`src/rtl/frame_packer_eval_pkg.sv`:
```
// Shared constants and state encoding for the frame packer.
// FRAME_PACKER_PINGPONG_EN selects two frame buffers instead of one.
package frame_packer_eval_pkg;

  localparam int P     = 22;
  localparam int PD    = 12;
  localparam int W     = 3 + P;
  localparam int N     = 6;
  localparam int FW    = N * W;
  localparam int IDX_W = 3;
  localparam int CNT_W = 16;

  localparam logic [IDX_W-1:0] LAST_IDX = 3'(N - 1);

`ifdef FRAME_PACKER_PINGPONG_EN
  localparam int NBUF = 2;
`else
  localparam int NBUF = 1;
`endif

  typedef enum logic [1:0] {
    ST_FILL    = 2'd0,
    ST_PRESENT = 2'd1,
    ST_WAIT    = 2'd2
  } state_e;

endpackage

```
`src/rtl/frame_buf_eval.sv`:
```
// One frame store: N words of real+imag, indexed write, packed read.
// Zero flags look at the frame as it will be after this cycle's write.
module frame_buf_eval
  import frame_packer_eval_pkg::*;
(
  input  logic             clk_i,
  input  logic             rst_n_i,
  input  logic             wr_en_i,
  input  logic [IDX_W-1:0] wr_idx_i,
  input  logic [W-1:0]     wr_real_i,
  input  logic [W-1:0]     wr_imag_i,
  output logic [FW-1:0]    rd_real_o,
  output logic [FW-1:0]    rd_imag_o,
  output logic             nxt_real_zero_o,
  output logic             nxt_imag_zero_o
);

  logic [FW-1:0] nxt_real;
  logic [FW-1:0] nxt_imag;

  for (genvar gi = 0; gi < N; gi++) begin : g_word
    logic [W-1:0] real_q, real_d;
    logic [W-1:0] imag_q, imag_d;

    always_comb begin
      real_d = real_q;
      imag_d = imag_q;
      if (wr_en_i && (wr_idx_i == 3'(gi))) begin
        real_d = wr_real_i;
        imag_d = wr_imag_i;
      end
    end

    always_ff @(posedge clk_i or negedge rst_n_i) begin
      if (!rst_n_i) begin
        real_q <= '0;
        imag_q <= '0;
      end else begin
        real_q <= real_d;
        imag_q <= imag_d;
      end
    end

    assign rd_real_o[gi*W +: W] = real_q;
    assign rd_imag_o[gi*W +: W] = imag_q;
    assign nxt_real[gi*W +: W]  = real_d;
    assign nxt_imag[gi*W +: W]  = imag_d;
  end

  // Lets the caller judge a frame on the same cycle its last word arrives.
  assign nxt_real_zero_o = (nxt_real == '0);
  assign nxt_imag_zero_o = (nxt_imag == '0);

endmodule

```
`src/rtl/frame_packer_eval.sv`:
```
// Packs N complex samples into one frame and hands it to the evaluation controller.
// Define FRAME_PACKER_PINGPONG_EN for double buffering with zero-bubble handoff.
module frame_packer_eval
  import frame_packer_eval_pkg::*;
(
  input  logic             clk_i,
  input  logic             rst_n_i,
  input  logic [W-1:0]     sample_real_i,
  input  logic [W-1:0]     sample_imag_i,
  input  logic             sample_valid_i,
  output logic             sample_ready_o,
  output logic [FW-1:0]    cur_data_real_o,
  output logic [FW-1:0]    cur_data_imag_o,
  input  logic             eval_busy_i,
  input  logic             eval_done_i,
  output logic             zero_frame_o,
  output logic [CNT_W-1:0] frame_cnt_o
);

  state_e             state_q, state_d;
  logic [IDX_W-1:0]   idx_q, idx_d;
  logic [1:0]         full_q, full_d;
  logic               fill_sel_q, fill_sel_d;
  logic               pres_sel_q, pres_sel_d;
  logic [CNT_W-1:0]   frame_cnt_q, frame_cnt_d;
  logic               zero_frame_q, zero_frame_d;

  logic [FW-1:0]      rd_real [2];
  logic [FW-1:0]      rd_imag [2];
  logic [1:0]         real_zero;
  logic [1:0]         imag_zero;

  logic               xfer;
  logic               frame_last;
  logic               frame_is_zero;
  logic               frame_good;

  for (genvar gi = 0; gi < 2; gi++) begin : g_buf
    if (gi < NBUF) begin : g_inst
      frame_buf_eval u_buf (
        .clk_i           (clk_i),
        .rst_n_i         (rst_n_i),
        .wr_en_i         (xfer && (fill_sel_q == 1'(gi))),
        .wr_idx_i        (idx_q),
        .wr_real_i       (sample_real_i),
        .wr_imag_i       (sample_imag_i),
        .rd_real_o       (rd_real[gi]),
        .rd_imag_o       (rd_imag[gi]),
        .nxt_real_zero_o (real_zero[gi]),
        .nxt_imag_zero_o (imag_zero[gi])
      );
    end else begin : g_none
      assign rd_real[gi]   = '0;
      assign rd_imag[gi]   = '0;
      assign real_zero[gi] = 1'b1;
      assign imag_zero[gi] = 1'b1;
    end
  end

  assign sample_ready_o = ~full_q[fill_sel_q];
  assign xfer           = sample_valid_i & sample_ready_o;
  assign frame_last     = xfer && (idx_q == LAST_IDX);
  assign frame_is_zero  = real_zero[fill_sel_q] | imag_zero[fill_sel_q];
  assign frame_good     = frame_last & ~frame_is_zero;

  always_comb begin
    state_d      = state_q;
    idx_d        = idx_q;
    full_d       = full_q;
    fill_sel_d   = fill_sel_q;
    pres_sel_d   = pres_sel_q;
    frame_cnt_d  = frame_cnt_q;
    zero_frame_d = 1'b0;

    if (xfer) begin
      idx_d = frame_last ? '0 : idx_q + 3'd1;
    end
    if (frame_last && frame_is_zero) begin
      zero_frame_d = 1'b1;
    end
    if (frame_good) begin
      full_d[fill_sel_q] = 1'b1;
`ifdef FRAME_PACKER_PINGPONG_EN
      fill_sel_d = ~fill_sel_q;
`endif
    end

    case (state_q)
      ST_FILL: begin
        if (frame_good) state_d = ST_PRESENT;
      end
      ST_PRESENT: begin
        if (eval_busy_i) begin
          state_d     = ST_WAIT;
          frame_cnt_d = frame_cnt_q + 16'd1;
        end
      end
      ST_WAIT: begin
        // Busy dominates done so a lingering done level cannot skip a frame.
        if (eval_done_i && !eval_busy_i) begin
          full_d[pres_sel_q] = 1'b0;
          state_d            = ST_FILL;
`ifdef FRAME_PACKER_PINGPONG_EN
          pres_sel_d = ~pres_sel_q;
          if (full_q[~pres_sel_q] || frame_good) state_d = ST_PRESENT;
`endif
        end
      end
      default: state_d = ST_FILL;
    endcase
  end

  always_ff @(posedge clk_i or negedge rst_n_i) begin
    if (!rst_n_i) begin
      state_q      <= ST_FILL;
      idx_q        <= '0;
      full_q       <= '0;
      fill_sel_q   <= 1'b0;
      pres_sel_q   <= 1'b0;
      frame_cnt_q  <= '0;
      zero_frame_q <= 1'b0;
    end else begin
      state_q      <= state_d;
      idx_q        <= idx_d;
      full_q       <= full_d;
      fill_sel_q   <= fill_sel_d;
      pres_sel_q   <= pres_sel_d;
      frame_cnt_q  <= frame_cnt_d;
      zero_frame_q <= zero_frame_d;
    end
  end

  assign cur_data_real_o = (state_q == ST_PRESENT) ? rd_real[pres_sel_q] : '0;
  assign cur_data_imag_o = (state_q == ST_PRESENT) ? rd_imag[pres_sel_q] : '0;
  assign zero_frame_o    = zero_frame_q;
  assign frame_cnt_o     = frame_cnt_q;

endmodule

```
`config.mk`:
```
export PLATFORM = sky130hd
export DESIGN_NAME = frame_packer_eval
export DESIGN_NICKNAME = d
export VERILOG_FILES = /design/src/rtl/frame_packer_eval_pkg.sv /design/src/rtl/frame_buf_eval.sv /design/src/rtl/frame_packer_eval.sv
export SDC_FILE = /design/constraint.sdc
export NUM_CORES = 1
export LEC_CHECK = 0
export ABC_AREA = 1
export CORE_ASPECT_RATIO = 0.6
export CORE_MARGIN = 8
export CORE_UTILIZATION = 40
export CTS_CLUSTER_DIAMETER = 80
export DETAILED_ROUTE_END_ITERATION = 7
export PLACE_DENSITY = 0.75
export SETUP_SLACK_MARGIN = 0.3
export SLEW_MARGIN = 20
export SYNTH_ARGS = -nofsm -noshare
export SYNTH_HDL_FRONTEND = slang
export SYNTH_SLANG_ARGS = --single-unit
```
`constraint.sdc`:
```
create_clock -name clk_i -period 5.4 [get_ports clk_i]
set_input_delay 1.08 -clock clk_i [delete_from_list [all_inputs] [get_ports clk_i]]
set_output_delay 1.08 -clock clk_i [all_outputs]
set_load 0.01 [all_outputs]
```
# After elaboration in Yosys (flattened, before gate mapping)
# Cells that the tools add are included.
[totals]
register_bits = 324
output_inout_bits = 318
elab_cells = 72
in_bits = 55
[op_classes]
n_bitwise = 5
n_eq_ne = 10
muxes = 23
addsub = 2
n_reduce_logical = 15
[op_table]
columns = ["cell", "n"]
rows = [
  ["$logic_not 150->1", 2],
  ["$mux 150", 2],
  ["$mux 25", 12],
  ["$add 16x1->16 const B", 1],
  ["$logic_and 1x1->1", 8],
  ["$eq 3x2->1 const B", 2],
  ["$eq 3x3->1 const B", 2],
  ["$mux 2", 3],
  ["$ne 2x2->1 const B", 3],
  ["$pmux 2 s3", 1],
  ["$mux 1", 4],
  ["$add 3x1->3 const B", 1],
  ["$eq 3x1->1 const B", 1],
  ["$logic_not 3->1", 1],
  ["$mux 3", 1],
  ["$reduce_and 3->1", 1],
  ["$and 1x1->1", 2],
  ["$eq 2x1->1 const B", 1],
  ["$eq 2x2->1 const B", 1],
  ["$logic_not 2->1", 1],
  ["$not 1->1", 2],
  ["$reduce_and 2->1", 1],
  ["$logic_not 1->1", 1],
  ["$or 1x1->1", 1],
]

# Longest topological paths before layout
# Gate-level depths: netlist of the first run.
[logic_depth]
word_depth = 11
ltp_mapped = 18
depth_no_buf = 16

# Cells and area by module
# From an unflattened synthesis of the first run, not the netlist that was laid out.
[unflattened]
hier_cells = 2250
area_unflattened_um2 = 16086.7
[modules_own_cells]
columns = ["module", "seq_area_each_um2", "area_each_um2", "cells_per_inst", "n_inst"]
rows = [
  ["frame_buf_eval", 7507.2, 12285.5, 1480, 1],
  ["frame_packer_eval", 575.6, 3801.1, 770, 1],
]

# Worst setup path before layout of the first run
# OpenSTA, ideal clock, no wires.
[synth_path]
path_kind = "input-to-reg"
start = "input port sample_valid_i"
end = "register full_q[0]"
n_path_buf = 2
path_slack_ps = 2852
t_required_ps = 5276
setup_ps = 124
arrival_time_ps = 2423
path_stages = 15
cell_sequence = "inv_2 > nor2_4 > buf_2 > buf_2 > nand3_1 > nand2_1 > nand2_1 > nor2_1 > nand2_1 > nor2_1 > nand2_1 > nor2_1 > nand3_1 > nand3_1 > a21oi_1"
[synth_between]
elab_chain_cells = 10
word_cells_on_any_way = 27
classes_between = "15 x mux; 4 x bitwise; 8 x reduce/logical"
[synth_lines]
columns = ["element", "line", "rtl"]
rows = [
  ["from (decl)", "frame_packer_eval.sv:10", "input logic sample_valid_i,"],
  ["$and 1x1->1 *", "frame_packer_eval.sv:61", "assign xfer = sample_valid_i & sample_ready_o;"],
  ["$logic_and 1x1->1, on equally long branches", "frame_buf_eval.sv:28, frame_packer_eval.sv:62", ""],
  ["$mux 25", "frame_buf_eval.sv:28", "if (wr_en_i && (wr_idx_i == 3'(gi))) begin"],
  ["$logic_not 150->1, on equally long branches", "frame_buf_eval.sv:51, frame_buf_eval.sv:52", ""],
  ["$or 1x1->1", "frame_packer_eval.sv:63", "assign frame_is_zero = real_zero[fill_sel_q] | imag_zero[fill_sel_q];"],
  ["$not 1->1", "frame_packer_eval.sv:64", "assign frame_good = frame_last & ~frame_is_zero;"],
  ["$and 1x1->1 *", "frame_packer_eval.sv:64", ""],
  ["$mux 1 *", "frame_packer_eval.sv:81", "if (frame_good) begin"],
  ["$mux 1", "frame_packer_eval.sv:100", "if (eval_done_i && !eval_busy_i) begin"],
  ["$mux 1 *", "frame_packer_eval.sv:88", "case (state_q)"],
  ["via full_d[0]", "frame_packer_eval.sv:22", "logic [1:0] full_q, full_d;"],
  ["to (signal assigned)", "frame_packer_eval.sv:125", "full_q <= full_d;"],
  ["to (decl)", "frame_packer_eval.sv:22", ""],
]
# The timed path passes the listed nets; every way through them passes the cells marked *.
# A chain may end at the register's enable or synchronous reset.

# Worst setup path in the final report of the first run
[layout_path]
start = "register state_q[0]"
end = "output port cur_data_real_o[24]"
[layout_between]
elab_chain_cells = 2
[layout_lines]
columns = ["element", "line", "rtl"]
rows = [
  ["from (decl)", "frame_packer_eval.sv:20", "state_e state_q, state_d;"],
  ["from (signal assigned)", "frame_packer_eval.sv:123", "state_q <= state_d;"],
  ["$eq 2x1->1", "frame_packer_eval.sv:133", "assign cur_data_real_o = (state_q == ST_PRESENT) ? rd_real[pres_sel_q] : '0;"],
  ["$mux 150", "frame_packer_eval.sv:133", ""],
  ["to (decl)", "frame_packer_eval.sv:12", "output logic [FW-1:0] cur_data_real_o,"],
]
# No other way between the ends.

==> summary.txt, run 1 <==
Outcome
  – Outcome: finished clean

Power and ir drop
  – Sw power: 4.39 mW
  – Comb pwr share: 0.423
  – Clock power share: 0.220
  – Power per cell area: between 400 and 500 nW/um^2
  – Sw frac: 0.405
  – Worst VDD drop: 264 uV
  – Pwr Total: 10.8 mW
  – Register share of total power: 0.357
  – Internal power: 6.45 mW
  – Leak: approximately 12 nW

Logic synthesis
  – Area of the mapped netlist: between 15,000 and 20,000 um^2
  – Share of the synthesized area in the top cell type: 0.485
  – Async set or reset register ratio after synthesis: 1.00
  – Post-synth EDFFs: 0
  – Top flip-flop cell by instance count after synthesis: dfrtp_1
  – Ranking of synthesized cells by area: dfrtp_1 (49%), nand2_1 (14%), inv_1 (14%), nor2_1 (9.6%), o21ai_0 (3.2%)
  – Synth Area per Inst: between 6 and 7 um^2
  – Synth Instances: ~2,400
  – Ys Warns: 0
  – Synth area leader: dfrtp_1
  – Seq/Total Area, Yosys: 0.485
  – Syn nets: 2,485
  – Most frequent cell after synthesis: nand2_1
  – Post-synth top cells: nand2_1 (643), inv_1 (601), nor2_1 (427)
  – FF+latch count, synth: around 320
  – Unique masters post-synth: 27

Critical path
  – Critical Path RT: roughly 4.3 ns
  – Worst Setup Start Kind: register
  – CP Max Fanout: 160
  – Worst reg-to-reg path cell count: 18
  – WS Path Type: register to output port
  – Crit path launch: state_q[0]
  – Reg2reg setup slack: roughly 1.8 ns
  – Worst endpoint data arrival time: a little under 3 ns
  – CP endpoint kind: output port
  – R2R Path Start: idx_q[0]
  – RR Endpoint: full_q[0]
  – Critical Path Sink: cur_data_real_o[24]

Timing
  – Max-slew violation count: 0
  – Setup TNS: 0 ns
  – Worst Max-Slew Pin Slew: between 0.9 and 1 ns
  – Hold Fails Final Rpt: 0
  – Final worst-path cycle share: 0.745
  – Fin worst setup slack: 1.37 ns
  – Final setup fails: 0
  – Min Tclk post-route: about 4 ns
  – Clock skew: around 0.013 ns
  – F_max: about 250 MHz
  – Relative slew slack: 0.380
  – RSZ-0062 raised after global routing: no

Route
  – Initial DRC count: 1,442
  – Vias/cell: around 4.7
  – Via count: roughly 16,000
  – Pre-Repair DR Iteration Count: 8
  – Per-cell routed wire length: approximately 18 um
  – Detailed Route WL: roughly 60,000 um
  – Antenna Violating Nets Remaining: 0
  – Drt drc: 0

Floorplan
  – Die height: ~170 um
  – Total Die Area: just under 50,000 um^2
  – Starting Density: 0.401
  – Placeable Area: 41,500 um^2
  – # rows: a little under 60
  – I/O pins: 373
  – Die Width: between 200 and 300 um

Clock tree
  – PostCTS Resize Cnt: 0
  – Post-CTS Setup Repair Bufs: 0
  – Root Buffer: clkbuf_16
  – CTS Buf Count: 35
  – TritonCTS clock tree: done
  – Hold_buf cts: 0
  – Clk buf depth: 3
  – Skew-Pair Late Insertion Delay: 0.52 ns
  – Clock tree sinks: ~320
  – Htree depth: 2
  – Clock slew at reported path FFs: about 0.060 ns

Placement
  – Hpwl dp: 45,100 um
  – Setup WS pre-CTS: around 1.1 ns
  – Number of I/O port buffers: approximately 370
  – GPL Wtd Cong: 0.873

Hold path
  – Worst min path class: register to register

Final layout
  – Area of the multi-input gates: slightly below 6000 um^2
  – NumNets Final: 2,817
  – Register area: between 8000 and 9000 um^2
  – Filler cells: between 3,000 and 4,000
  – Area grow syn2layout: 32.0%
  – Final core occ: 0.530
  – Share of cells above drive strength 1: 0.0360

Global route
  – Vias in the first global route: around 16,000
  – Met3 Use GR: 0.0495
  – Global routing's busiest layer: met2
  – GRT overflow: 0
  – Initial antenna violation count: 1
  – M1 GR Usage: 0.309
  – First-pass GRT wire length: roughly 90,000 um
  – Largest net degree at the start of global routing: between 150 and 200
  – GR Util met2: 0.399
  – Total GRT Usage: 0.242

Flow run
  – Max Cap Viol: 0
-- state kept, by name, summed over array words and instances, names as in the netlist --
name and flops:
g_buf.g_inst.u_buf.g_word.real_q 150, frame_cnt_o 16, zero_frame_o 1, full_q 1
state_q 2, idx_q 3, g_buf.g_inst.u_buf.g_word.imag_q 150
-- power groups by stage --
stage               logic (mW)  registers (mW)  clock network, mW
floorplan                 2.89            3.77                  0
global placement          4.45            3.86                  0
detailed placement        4.55            3.90                  0
CTS                       4.59            3.86               2.43
global route              5.18            3.97               2.53
finish                    4.59            3.87               2.39
-- kinds of logic (layout without fill, tap and decap cells) --
logic type / after synthesis / in the layout / synth area share
AO/OA/AOI/OAI: 184 / 184 / 0.0577
XOR/XNOR: 13 / 13 / 0.00683
adder cells (fa/ha/maj): 6 / 6 / 0.00451
buffers and inverters: 707 / 1063 / 0.166
flip-flops: 323 / 323 / 0.485
other: 0 / 1 / 0
AND/OR/NAND/NOR: 1191 / 1191 / 0.280
-- area by class of cell --
type / instances / area share
diodes: 1 / 0.000114
clock buffers: 48 / 0.0467
repair buffers: 398 / 0.180
clock inverters: 13 / 0.00461
well taps: 570 / 0.0324
multi-input cells: 1394 / 0.265
inverters: 604 / 0.103
flip-flops and latches: 323 / 0.368
-- routing by layer --
metal,vias to the layer above,wire [um]
li1,7647,-
met1,7341,25100
met2,658,28100
met3,136,4640
met4,0,2480
met5,-,0
-- worst max-delay path, cell delays in order (launching register included) --
cell and delay [ns]:
dfrtp_1 0.40, inv_2 0.09, nor2_1 0.10, inv_8 0.62
buf_4 0.59, nor2_1 0.08, clkdlybuf4s50_1 0.55
-- layout by cell type (no fill, tap or decap), drive strengths merged, types with 3 or more instances in the layout --
master and instances:
nand2 647, nor2 433, ha 6, clkbuf 48
buf 27, o21a 15, xnor2 6, clkdlybuf4s50 371
dfrtp 323, inv 605, o21ai 164, clkinv 9
nand3 105, xor2 7, a21oi 3
-- per-stage QoR --
step	cells	hold WS [ns]	area (um^2)
4_1_cts	3350	0.477	22000
2_1_floorplan	2424	0.462	16700
3_3_place_gp	3289	0.462	20900
5_1_grt	3351	0.492	22000
6_report	3351	0.473	22000
3_5_place_dp	3289	0.469	20900
-- worst min path at each step --
stage / from / endpoint / slack [ns] / depth (start not counted)
2_1_floorplan: g_buf[0].g_inst.u_buf.g_word[5].imag_q[21] / g_buf[0].g_inst.u_buf.g_word[5].imag_q[21] / 0.46 / 2
3_3_place_gp: frame_cnt_o[15] / frame_cnt_o[15] / 0.46 / 1
3_5_place_dp: frame_cnt_o[15] / frame_cnt_o[15] / 0.47 / 1
4_1_cts: frame_cnt_o[15] / frame_cnt_o[15] / 0.48 / 1
5_1_grt: frame_cnt_o[15] / frame_cnt_o[15] / 0.49 / 1
6_report: frame_cnt_o[15] / frame_cnt_o[15] / 0.47 / 1
No activity file was read; power rests on OpenSTA's default activity.
==> run 2, diff against run 1 <==
==> constraint.sdc (replaced) <==
create_clock -name clk_i -period 3.9 [get_ports clk_i]
set_input_delay 0.78 -clock clk_i [delete_from_list [all_inputs] [get_ports clk_i]]
set_output_delay 0.78 -clock clk_i [all_outputs]
set_load 0.01 [all_outputs]
==> run 2 against run 1 <==
Against the previous run: flip-flop and latch count stayed put; non-clock buffer count is 3 higher; clock skew is 0.012 ns higher; largest cell class unchanged.
==> summary.txt, run 2 (synthesized netlist as in run 1, its figures left out) <==
Outcome
  – Outcome: finished clean

Timing
  – Final worst-path cycle share: 0.873
  – RSZ-0062 raised after global routing: no
  – Max-slew violation count: 0
  – Min Tclk post-route: 3.41 ns
  – Relative slew slack: 0.442
  – F_max: about 290 MHz
  – Final setup fails: 0
  – Setup TNS: 0 ns
  – Hold Fails Final Rpt: 0
  – Clock skew: 0.0247 ns
  – Worst Max-Slew Pin Slew: 0.836 ns

Clock tree
  – Clk buf depth: 3
  – Htree depth: 2
  – Clock tree sinks: 323
  – Clock slew at reported path FFs: 0.06 ns
  – Post-CTS Setup Repair Bufs: 0
  – TritonCTS clock tree: done
  – Root Buffer: clkbuf_16
  – Skew-Pair Late Insertion Delay: around 0.53 ns
  – CTS Buf Count: 35

Critical path
  – Worst Setup Start Kind: register
  – Critical Path Max Stage Delay: 0.51 ns
  – WS Path Type: register to output port
  – CP endpoint kind: output port
  – Worst endpoint data arrival time: around 2.6 ns
  – CP Cell Sequence: inv_2, nor2_1, bufinv_16, buf_4, nor2_1, clkdlybuf4s50_1
  – Critical Path RT: approximately 3.1 ns
  – CP Max Fanout: approximately 140
  – Cell repeated most along the worst path: nor2_1
  – Slowest cell on crit path: bufinv_16

Flow run
  – Max Cap Viol: 0

Global route
  – GRT overflow: 0
  – Initial antenna violation count: 1
  – Total GRT Usage: 0.238
  – Vias in the first global route: ~16,000
  – Largest net degree at the start of global routing: roughly 140
  – First-pass GRT wire length: approximately 90,000 um

Floorplan
  – Die height: about 170 um
  – Placeable Area: 41,500 um^2
  – # rows: just under 60
  – I/O pins: 373
  – Die Width: between 200 and 300 um
  – Starting Density: 0.401
  – Total Die Area: around 49,000 um^2

Final layout
  – Share of cells above drive strength 1: 0.0352
  – Area grow syn2layout: 32.5%
  – Fin cells: 3,353
  – Ant. Diodes: 0
  – Commonest non-fill, non-tap cell in the layout: nand2_1
  – NumNets Final: roughly 2,800
  – Post-route cell area: between 20,000 and 25,000 um^2
  – Most frequent cells in the layout: nand2_1 (641), inv_1 (600), nor2_1 (427)

Power and ir drop
  – Power per cell area: just under 700 nW/um^2
  – Worst VDD drop: 315 uV
  – Leak: 11.7 nW

Route
  – Vias/cell: roughly 4.7
  – Initial DRC count: ~1,500
  – Drt drc: 0
  – Detailed Route WL: 59,700 um
  – Antenna Violating Nets Remaining: 0
  – Per-cell routed wire length: between 15 and 20 um
  – Via count: between 15,000 and 20,000
  – Pre-Repair DR Iteration Count: 7

Placement
  – Number of I/O port buffers: between 300 and 400
  – GPL Wtd Cong: 0.913
  – Cell Area, Placed: 20,900 um^2
  – Hpwl dp: between 40,000 and 50,000 um
  – Cells after DPL: between 3,000 and 4,000

Hold path
  – Worst min path class: input port to async pin
==> run 2: per-stage QoR <==
step | power, mW | setup slack (ns) | utilization | hold slack, ns
4_1_cts | 15.1 | 0.307 | 0.531 | 0.312
2_1_floorplan | 9.21 | 1.65 | - | 0.462
3_5_place_dp | 11.7 | 0.366 | 0.504 | 0.467
6_report | 15.0 | 0.494 | 0.532 | 0.250
5_1_grt | 16.2 | 0.317 | 0.532 | 0.325
3_3_place_gp | 11.5 | 0.359 | 0.504 | 0.465
==> run 2: what timing repair did <==
item,CTS,global route
gates resized for setup,0,2
setup endpoints to repair,0,113
hold buffers,0,0
==> run 2: final cells by class <==
cell class,instances,area [um^2]
clock inverter,10,123
fill,3934,19400
tap,570,713
inverter,604,2290
clock buffer,51,996
timing repair buffer,401,4050
multi-input combinational,1394,5820
sequential,323,8080
==> run 2: final timing paths <==
kind / from / to / slack [ns] / cells past startpoint
max: state_q[0] / cur_data_real_o[46] / 0.49 / 6
min: rst_n_i / g_buf[0].g_inst.u_buf.g_word[0].real_q[21] / 0.25 / 1
max reg2reg: idx_q[0] / full_q[0] / 0.94 / 16
min reg2reg: frame_cnt_o[15] / frame_cnt_o[15] / 0.47 / 1
max in group asynchronous: rst_n_i / frame_cnt_o[10] / 2.59 / 2
min in group clk_i: frame_cnt_o[15] / frame_cnt_o[15] / 0.47 / 1
==> run 2: critical path: cells and delay by family, from the launching register on <==
| kind | cells | cell delay (ns) |
|---|---|---|
| flops | 1 | 0.39 |
| simple gates | 2 | 0.15 |
| buf+inv | 4 | 1.47 |
==> run 2: metal layers <==
layer,vias to the layer above,share of wire,global-route usage
li1,7630,-,-
met5,-,0.00022,0
met1,7464,0.41,0.307
met2,675,0.46,0.393
met4,2,0.035,0.0795
met3,113,0.086,0.0554
==> run 2: power breakdown <==
group	internal [mW]	switching [mW]
sequential	4.79	0.568
clock	1.92	1.41
combinational	2.28	4.10
total	8.98	6.07
==> run 3, diff against run 2 <==
--- a/config.mk
+++ b/config.mk
@@ -6,12 +6,14 @@
 export NUM_CORES = 1
 export LEC_CHECK = 0
 export ABC_AREA = 1
+export CELL_PAD_IN_SITES_DETAIL_PLACEMENT = 1
+export CELL_PAD_IN_SITES_GLOBAL_PLACEMENT = 1
 export CORE_ASPECT_RATIO = 0.6
 export CORE_MARGIN = 8
-export CORE_UTILIZATION = 40
+export CORE_UTILIZATION = 36
 export CTS_CLUSTER_DIAMETER = 80
 export DETAILED_ROUTE_END_ITERATION = 7
-export PLACE_DENSITY = 0.75
+export PLACE_DENSITY = 0.9
 export SETUP_SLACK_MARGIN = 0.3
 export SLEW_MARGIN = 20
 export SYNTH_ARGS = -nofsm -noshare
==> run 3 against run 2 <==
Against the previous run: non-clock buffer count is 10 higher; critical path type unchanged; die area grew 10%; cell count is 2.2% higher; clock skew increased by 0.0039 ns; register-to-register slack got worse by 0.23 ns; global-route usage is 1.5 points higher; highest routed layer unchanged; fmax is 0.17% lower; worst hold slack gained 0.037 ns.
==> summary.txt, run 3 (synthesized netlist as in run 1, its figures left out) <==
Timing
  – Fin worst setup slack: 0.489 ns
  – Worst Max-Slew Pin Slew: approximately 0.9 ns
  – Setup TNS: 0 ns
  – Fin Hold WS: 0.287 ns
  – F_max: approximately 300 MHz
  – Final worst-path cycle share: 0.875
  – Hold Fails Final Rpt: 0
  – Final setup fails: 0
  – Min Tclk post-route: 3.41 ns
  – Max-slew violation count: 0
  – RSZ-0062 raised after global routing: no
  – Clock skew: around 0.029 ns
  – Relative slew slack: 0.394

Critical path
  – CP endpoint kind: output port
  – CP Max Fanout: between 150 and 200
  – Worst endpoint data arrival time: approximately 2.6 ns
  – Worst Setup Start Kind: register
  – Worst reg-to-reg path cell count: 14
  – WS Path Type: register to output port
  – Critical Path RT: 3.12 ns

Power and ir drop
  – Leak: around 12 nW
  – Worst VDD drop: roughly 320 uV
  – Power per cell area: 713 nW/um^2

Final layout
  – Share of cells above drive strength 1: 0.0426
  – Filler cells: roughly 5,800
  – Area of the multi-input gates: 5820 um^2
  – Area grow syn2layout: 34.8%
  – Most frequent cells in the layout: nand2_1 (641), inv_1 (600), nor2_1 (427)
  – Register area: a little over 8000 um^2
  – Commonest non-fill, non-tap cell in the layout: nand2_1
  – NumNets Final: 2,832

Floorplan
  – Placeable Area: roughly 46,000 um^2
  – Starting Density: 0.362
  – I/O pins: between 300 and 400
  – Total Die Area: approximately 54,000 um^2
  – Die height: 183 um
  – # rows: 61
  – Die Width: ~300 um

Placement
  – Number of I/O port buffers: approximately 370
  – Setup WS pre-CTS: roughly 0.16 ns
  – Hpwl dp: between 50,000 and 60,000 um
  – GPL Wtd Cong: 0.907

Clock tree
  – Htree depth: 2
  – Clk buf depth: 3
  – Skew-Pair Late Insertion Delay: 0.53 ns
  – CTS Buf Count: 37
  – Root Buffer: clkbuf_16
  – TritonCTS clock tree: done
  – Hold_buf cts: 0
  – PostCTS Resize Cnt: 0
  – Clock tree sinks: ~320
  – Clock slew at reported path FFs: around 0.060 ns
  – Post-CTS Setup Repair Bufs: 0

Route
  – Vias/cell: approximately 4.8
  – Per-cell routed wire length: 20.3 um
  – Initial DRC count: roughly 1,300
  – Via count: 16,400
  – Antenna Violating Nets Remaining: 0
  – Detailed Route WL: between 60,000 and 70,000 um
  – Drt drc: 0
  – Pre-Repair DR Iteration Count: 6

Global route
  – First-pass GRT wire length: 106,000 um
  – Vias in the first global route: roughly 18,000
  – GRT overflow: 0
  – Largest net degree at the start of global routing: 159
  – Total GRT Usage: 0.253
  – Initial antenna violation count: 3

Flow run
  – Max Cap Viol: 0

Hold path
  – Worst min path class: input port to async pin

Outcome
  – Outcome: finished clean
[run 3: changes by cell type in the layout (fill, tap and decap cells not counted), moves of 2 or more]
cell,before,now
inv_6,3,1
clkbuf_16,35,37
bufinv_16,3,8
clkbuf_1,10,2
buf_12,8,10
clkbuf_8,6,9
clkinvlp_4,0,3
buf_4,21,29
[run 3: final timing paths]
check	start	end	slack, ns
min reg2reg	frame_cnt_o[15]	frame_cnt_o[15]	0.47
max reg2reg	idx_q[2]	full_q[0]	0.71
min in group clk_i	frame_cnt_o[15]	frame_cnt_o[15]	0.47
max	state_q[0]	cur_data_imag_o[113]	0.49
min	rst_n_i	g_buf[0].g_inst.u_buf.g_word[1].real_q[10]	0.29
max in group asynchronous	rst_n_i	g_buf[0].g_inst.u_buf.g_word[4].imag_q[12]	2.63
[run 3: final cells by class]
cell class	count	share of cell area
clock inverters	16	0.0119
flip-flops and latches	323	0.360
well taps	630	0.0351
repair buffers	411	0.185
diodes	1	0.000111
multi-input cells	1394	0.259
clock buffers	48	0.0471
inverters	604	0.102
[run 3: metrics by stage]
step           instances   util  instance area [um^2]  total power [mW]
5_1_grt             3427  0.488                 22500              17.1
2_1_floorplan       2424      -                 16700              9.21
6_report            3427  0.488                 22500              16.0
3_5_place_dp        3362  0.459                 21100              12.1
3_3_place_gp        3362  0.459                 21100              11.6
4_1_cts             3426  0.488                 22400              16.1
[run 3: worst max-delay path, cell delays in order, from the launching register on]
cell and delay [ns]:
dfrtp_1 0.40, inv_2 0.08, nor2_1 0.06, bufinv_16 0.58, buf_4 0.35, nor2_1 0.08
clkdlybuf4s50_1 0.50
[run 3: routing by layer]
layer | track usage | vias to the layer above | wire, um
met3 | 0.0506 | 155 | 4450
met1 | 0.305 | 8048 | 28100
met2 | 0.443 | 596 | 34000
li1 | - | 7644 | -
met4 | 0.0992 | 2 | 2810
met5 | 0 | - | 13
[run 3: power breakdown]
part	switching, mW	internal (mW)
logic	4.47	2.30
clock network	1.48	2.37
registers	0.604	4.79
total	6.55	9.46
